===== config.mk =====
export PLATFORM = sky130hd
export DESIGN_NAME = da_controller
export DESIGN_NICKNAME = d
export VERILOG_FILES = /design/src/rtl/da_controller.sv
export SDC_FILE = /design/constraint.sdc
export NUM_CORES = 1
export LEC_CHECK = 0
export BUFFER_PORTS_ARGS = -buffer_cell sky130_fd_sc_hd__buf_2
export CAP_MARGIN = 10
export CORE_AREA = 2 2 212 214
export DETAILED_ROUTE_END_ITERATION = 10
export DIE_AREA = 0 0 214 216
export PLACE_DENSITY = 0.66
export SYNTH_ARGS = -nofsm -noshare
export SYNTH_HDL_FRONTEND = slang
export SYNTH_SLANG_ARGS = --single-unit

===== constraint.sdc =====
create_clock -name clk3 -period 2.3 [get_ports clk3]
set_clock_uncertainty 0.2 [all_clocks]
set_input_delay 0.345 -clock clk3 [delete_from_list [all_inputs] [get_ports clk3]]
set_output_delay 0.345 -clock clk3 [all_outputs]
set_load 0.005 [all_outputs]

===== src/rtl/da_controller.sv =====
// Distributed-arithmetic FIR controller.
// Keeps a delay line of NUM_LUT*LUT_AW samples and, for each accepted sample,
// walks the taps bit-serially (sign bit first) for DATA_W cycles. Each cycle it
// presents one bit-slice of the delay line as packed LUT addresses. It then
// pulses out_strobe once the datapath accumulator holds the finished result.
//
// Ports:
//   clk3        clock, rising edge
//   reset       synchronous, active-low reset
//   in_data     two's-complement input sample
//   in_valid    in_data valid
//   in_ready    a sample can be accepted this cycle
//   flush       clear the delay line (honoured only while idle)
//   lut_addr    packed LUT addresses, LUT j on bits [LUT_AW*j +: LUT_AW]
//   addr_valid  lut_addr carries a live bit-slice
//   acc_clear   accumulator loads the LUT sum without shifted feedback
//   acc_neg     accumulator subtracts this slice (sign-bit weight)
//   out_strobe  one-cycle pulse, accumulator holds a finished output
//   primed      delay line has been filled since reset/flush
//   busy        controller is not idle
module da_controller #(
    parameter int unsigned DATA_W  = 16,
    parameter int unsigned NUM_LUT = 8,
    parameter int unsigned LUT_AW  = 4
) (
    input  logic                      clk3,
    input  logic                      reset,
    input  logic [DATA_W-1:0]         in_data,
    input  logic                      in_valid,
    output logic                      in_ready,
    input  logic                      flush,
    output logic [NUM_LUT*LUT_AW-1:0] lut_addr,
    output logic                      addr_valid,
    output logic                      acc_clear,
    output logic                      acc_neg,
    output logic                      out_strobe,
    output logic                      primed,
    output logic                      busy
);

    localparam int unsigned TAPS  = NUM_LUT * LUT_AW;
    localparam int unsigned BIT_W = (DATA_W > 1) ? $clog2(DATA_W) : 1;
    localparam int unsigned CNT_W = $clog2(TAPS + 1);

    typedef enum logic [1:0] {
        IDLE = 2'd0,
        RUN  = 2'd1,
        DONE = 2'd2
    } state_e;

    state_e             state_q, state_d;
    logic [BIT_W-1:0]   bit_idx_q, bit_idx_d;
    logic [CNT_W-1:0]   cnt_q, cnt_d;
    logic [DATA_W-1:0]  tap_q [TAPS];
    logic [DATA_W-1:0]  tap_d [TAPS];

    // State, delay line and sample counter registers
    always_ff @(posedge clk3) begin
        if (!reset) begin
            state_q   <= IDLE;
            bit_idx_q <= '0;
            cnt_q     <= '0;
            for (int i = 0; i < int'(TAPS); i++) begin
                tap_q[i] <= '0;
            end
        end else begin
            state_q   <= state_d;
            bit_idx_q <= bit_idx_d;
            cnt_q     <= cnt_d;
            tap_q     <= tap_d;
        end
    end

    // Next-state and output decode; outputs depend only on registered state,
    // except in_ready which also reflects flush and reset directly.
    always_comb begin
        state_d    = state_q;
        bit_idx_d  = bit_idx_q;
        cnt_d      = cnt_q;
        tap_d      = tap_q;
        in_ready   = 1'b0;
        lut_addr   = '0;
        addr_valid = 1'b0;
        acc_clear  = 1'b0;
        acc_neg    = 1'b0;
        out_strobe = 1'b0;
        busy       = 1'b0;

        unique case (state_q)
            IDLE: begin
                in_ready = reset & ~flush;
                if (flush) begin
                    for (int i = 0; i < int'(TAPS); i++) begin
                        tap_d[i] = '0;
                    end
                    cnt_d = '0;
                end else if (in_valid) begin
                    for (int i = int'(TAPS) - 1; i > 0; i--) begin
                        tap_d[i] = tap_q[i-1];
                    end
                    tap_d[0]  = in_data;
                    bit_idx_d = BIT_W'(DATA_W - 1);
                    if (cnt_q != CNT_W'(TAPS)) begin
                        cnt_d = cnt_q + CNT_W'(1);
                    end
                    state_d = RUN;
                end
            end
            RUN: begin
                busy       = 1'b1;
                addr_valid = 1'b1;
                for (int k = 0; k < int'(TAPS); k++) begin
                    lut_addr[k] = tap_q[k][bit_idx_q];
                end
                // Sign slice comes first and restarts the accumulation
                if (bit_idx_q == BIT_W'(DATA_W - 1)) begin
                    acc_clear = 1'b1;
                    acc_neg   = 1'b1;
                end
                if (bit_idx_q == '0) begin
                    state_d = DONE;
                end else begin
                    bit_idx_d = bit_idx_q - BIT_W'(1);
                end
            end
            DONE: begin
                busy       = 1'b1;
                out_strobe = 1'b1;
                state_d    = IDLE;
            end
            default: begin
                state_d = IDLE;
            end
        endcase
    end

    assign primed = (cnt_q == CNT_W'(TAPS));

endmodule


==> summary.txt <==
Global routing
  – Vias in the first global route: 16300
  – Total gr overflow: 0
  – Largest net degree at the start of global routing: 118
  – Total track usage: 0.230
  – First-pass GRT wire length: 88600 um
  – Initial antenna violation count: 0

Worst setup path
  – CP Data Required Time: around 1800 ps
  – CP Max Fanout: 7
  – Reg2reg path depth: 7
  – Crit Path Class: reg2out
  – Worst Setup End Kind: output port
  – Worst path cell trace: buf_12, clkbuf_16, mux4_2, a22oi_1, o21ai_1, buf_2
  – Worst setup SP type: register
  – Reg2reg start: state_q[1]$_SDFFE_PN0P_
  – Worst Path Buf+Inv: 3
  – CP arrival: about 2300 ps
  – Setup crit end: lut_addr[13]
  – CP startpoint: bit_idx_q[1]$_SDFFE_PN0P_
  – CP delay by family, top: multiplexers
  – Reg2reg end: tap_q[116]$_SDFFE_PN0P_
  – Levels on crit path: 6
  – FF-to-FF setup slack: about 230 ps
  – Max stage delay on crit path: 500 ps
  – Slowest CP cell: mux4_2

Pwr
  – Pwr Density: slightly above 800 mW/mm^2
  – Leak: just under 0.009 uW
  – Peak supply drop: 0.519 mV
  – Pwr Total: ~20000 uW

Floorplan
  – Die width: 214 um
  – Die Y: 216 um
  – Row cnt: 77
  – Core box area: between 0.04 and 0.05 mm^2
  – IO Pins: 59
  – Die area: 0.0462 mm^2
  – Initial Utilization: 0.496

Drt
  – WL final: 54900 um
  – TritonRoute pass-1 iters: 6
  – Final ANT Viol Nets: 0
  – Vias per inst: approximately 6
  – Via count: between 15000 and 20000
  – DRC: 0
  – Drt first-iter violations: 1644
  – Wire per inst: between 15 and 20 um

Clocking
  – CTS tree: done
  – Root buffer cell: clkbuf_16
  – H-Tree Depth: 2
  – Number of CTS-inserted buffers: 54
  – Register clock-pin slew on the reported worst setup and hold paths: 60 ps
  – # clock sinks: between 500 and 600
  – Worst-Skew Late Latency: 600 ps
  – CTS max path bufs: 3

Logic synthesis
  – Post-synth cell types: 40
  – Mapped Cells: 2208
  – Syn. warnings: 0
  – Mapped Nets: approximately 2200
  – Post-Synthesis Cell Area: 0.0218 mm^2
  – Syn avg cell area: 9.86 um^2
  – Register area share after synthesis: 0.482
  – Synth Register Bits: ~520

Cells and area
  – Share of layout cells above drive strength 1: 0.162
  – Most frequent cells in the layout: a22oi_1 (581), dfxtp_1 (521), nor2_1 (517)
  – Layout area overhead: 16.2%
  – Post-Layout Cell Count: 2851
  – Nets: roughly 2300
  – Most common cell after layout, fill and taps aside: a22oi_1
  – Antenna Cells: 0

STA
  – Fmax: between 300 and 400 MHz
  – Final worst path period share: 1.23
  – Final Hold Vio Count: 0
  – Slew @ Worst Pin: between 500 and 600 ps
  – Unrepaired setup endpoints after global routing: true
  – Max Slew Vio Count: 0
  – Tmin final: 2830 ps
  – Slack of the critical path: -532 ps
  – Slew headroom: 0.651
  – Setup Viol. Count Final: 34

Placed design
  – Pre-CTS setup slack: -80.7 ps
  – Placed Cells incl. Taps: 2713
  – I/O Buffers: 58
  – Gpl congestion: 0.777
  – Post-DP HPWL: 32500 um

Min path
  – Hold path startpoint: in_valid
  – Hold crit path type: in2reg

Outcome
  – Status: finished, violations left
  – Failing checks: negative setup slack

Job
  – MaxCap Viol Count: 0
[cell type report]
cell class / instances / area [um^2]
inverter: 8 / 37.5
clock buffer: 77 / 1540
tap: 592 / 741
clock inverter: 16 / 170
multi-input combinational: 1449 / 10200
sequential: 524 / 10500
timing repair buffer: 185 / 2080
fill: 3737 / 18500
[power by group]
part | switching [uW] | internal, uW
Clock | 3510 | 4960
Sequential | 43.7 | 9110
Combinational | 1820 | 1090
Total | 5380 | 15200
[timing repair]
action	4_1_cts	5_1_grt
setup endpoints to repair	35	35
pin swaps	10	16
setup buffers	11	11
hold buffers	18	0
gates cloned	7	2
hold endpoints to repair	22	0
resized for setup	39	43
[metal layers]
layer  track usage  routed length [um]  vias to the layer above  share of wire
met2         0.372               25800                      404           0.47
met1         0.324               25500                     8563           0.47
met4        0.0629                1250                        0          0.023
met5             0                   0                        -              0
li1              -                   -                     8200              -
met3        0.0314                2320                       88          0.042
[how the worst min path moves through the flow]
stage                                    to  depth (start not counted)  slack (ps)
floorplan             cnt_q[5]$_SDFFE_PN0P_                          2         260
global route        state_q[0]$_SDFFE_PN0P_                          4         100
detailed placement    tap_q[5]$_SDFFE_PN0P_                          2         280
CTS                 state_q[0]$_SDFFE_PN0P_                          4          60
finish              state_q[0]$_SDFFE_PN0P_                          4          90
global placement      cnt_q[5]$_SDFFE_PN0P_                          2         270
[registers in the layout, summed over array words and instances (netlist names)]
| register | cells |
|---|---|
| state_q | 2 |
| bit_idx_q | 4 |
| tap_q | 512 |
| cnt_q | 6 |
[synth_stat cells, drive strengths merged]
library cell / n / share of area
a211oi: 4 / 0.0014
a21boi: 2 / 0.00069
a21oi: 6 / 0.0014
a22oi: 607 / 0.21
a31o: 1 / 0.00040
a31oi: 3 / 0.00086
and2: 2 / 0.00057
and3: 2 / 0.00057
and3b: 1 / 0.00040
and4b: 1 / 0.00046
buf: 133 / 0.042
clkbuf: 95 / 0.016
dfxtp: 524 / 0.48
ha: 8 / 0.0046
inv: 8 / 0.0014
mux2i: 129 / 0.059
mux4: 64 / 0.066
nand2: 35 / 0.0060
nand2b: 3 / 0.00086
nand3: 2 / 0.00046
nand4: 1 / 0.00029
nor2: 521 / 0.090
nor2b: 3 / 0.00086
nor3: 1 / 0.00023
nor4: 1 / 0.00029
nor4b: 1 / 0.00040
o211a: 1 / 0.00046
o211ai: 1 / 0.00035
o21a: 3 / 0.0010
o21ai: 41 / 0.0094
o22a: 1 / 0.00040
o22ai: 1 / 0.00029
or2: 1 / 0.00029
or4: 1 / 0.00035
[worst min-delay path, delay by kind of cell]
| family | cells | cell delay, ps |
|---|---|---|
| and+or+nand+nor | 2 | 320 |
| AOI/OAI and AO/OA | 1 | 50 |
| buffers and inverters | 1 | 130 |
[kinds of logic (layout without fill, tap and decap cells)]
group | count (synthesis) | after routing | share of synthesized area
buf+inv | 236 | 286 | 0.0598
flops | 524 | 524 | 0.482
mux | 193 | 193 | 0.126
fa+ha+maj | 8 | 8 | 0.00460
compound gates | 671 | 671 | 0.226
simple gates | 576 | 577 | 0.102
[per-stage QoR]
step,hold WS (ps),TNS (ps),area [um^2],util
floorplan,257,0,21800,-
global placement,267,-644,22700,0.517
detailed placement,281,-1000,22700,0.517
finish,89.9,-15680,25300,0.577
CTS,60.8,-17690,25000,0.571
global route,95.1,-18260,25300,0.577
No activity file was read; power rests on OpenSTA's default activity.
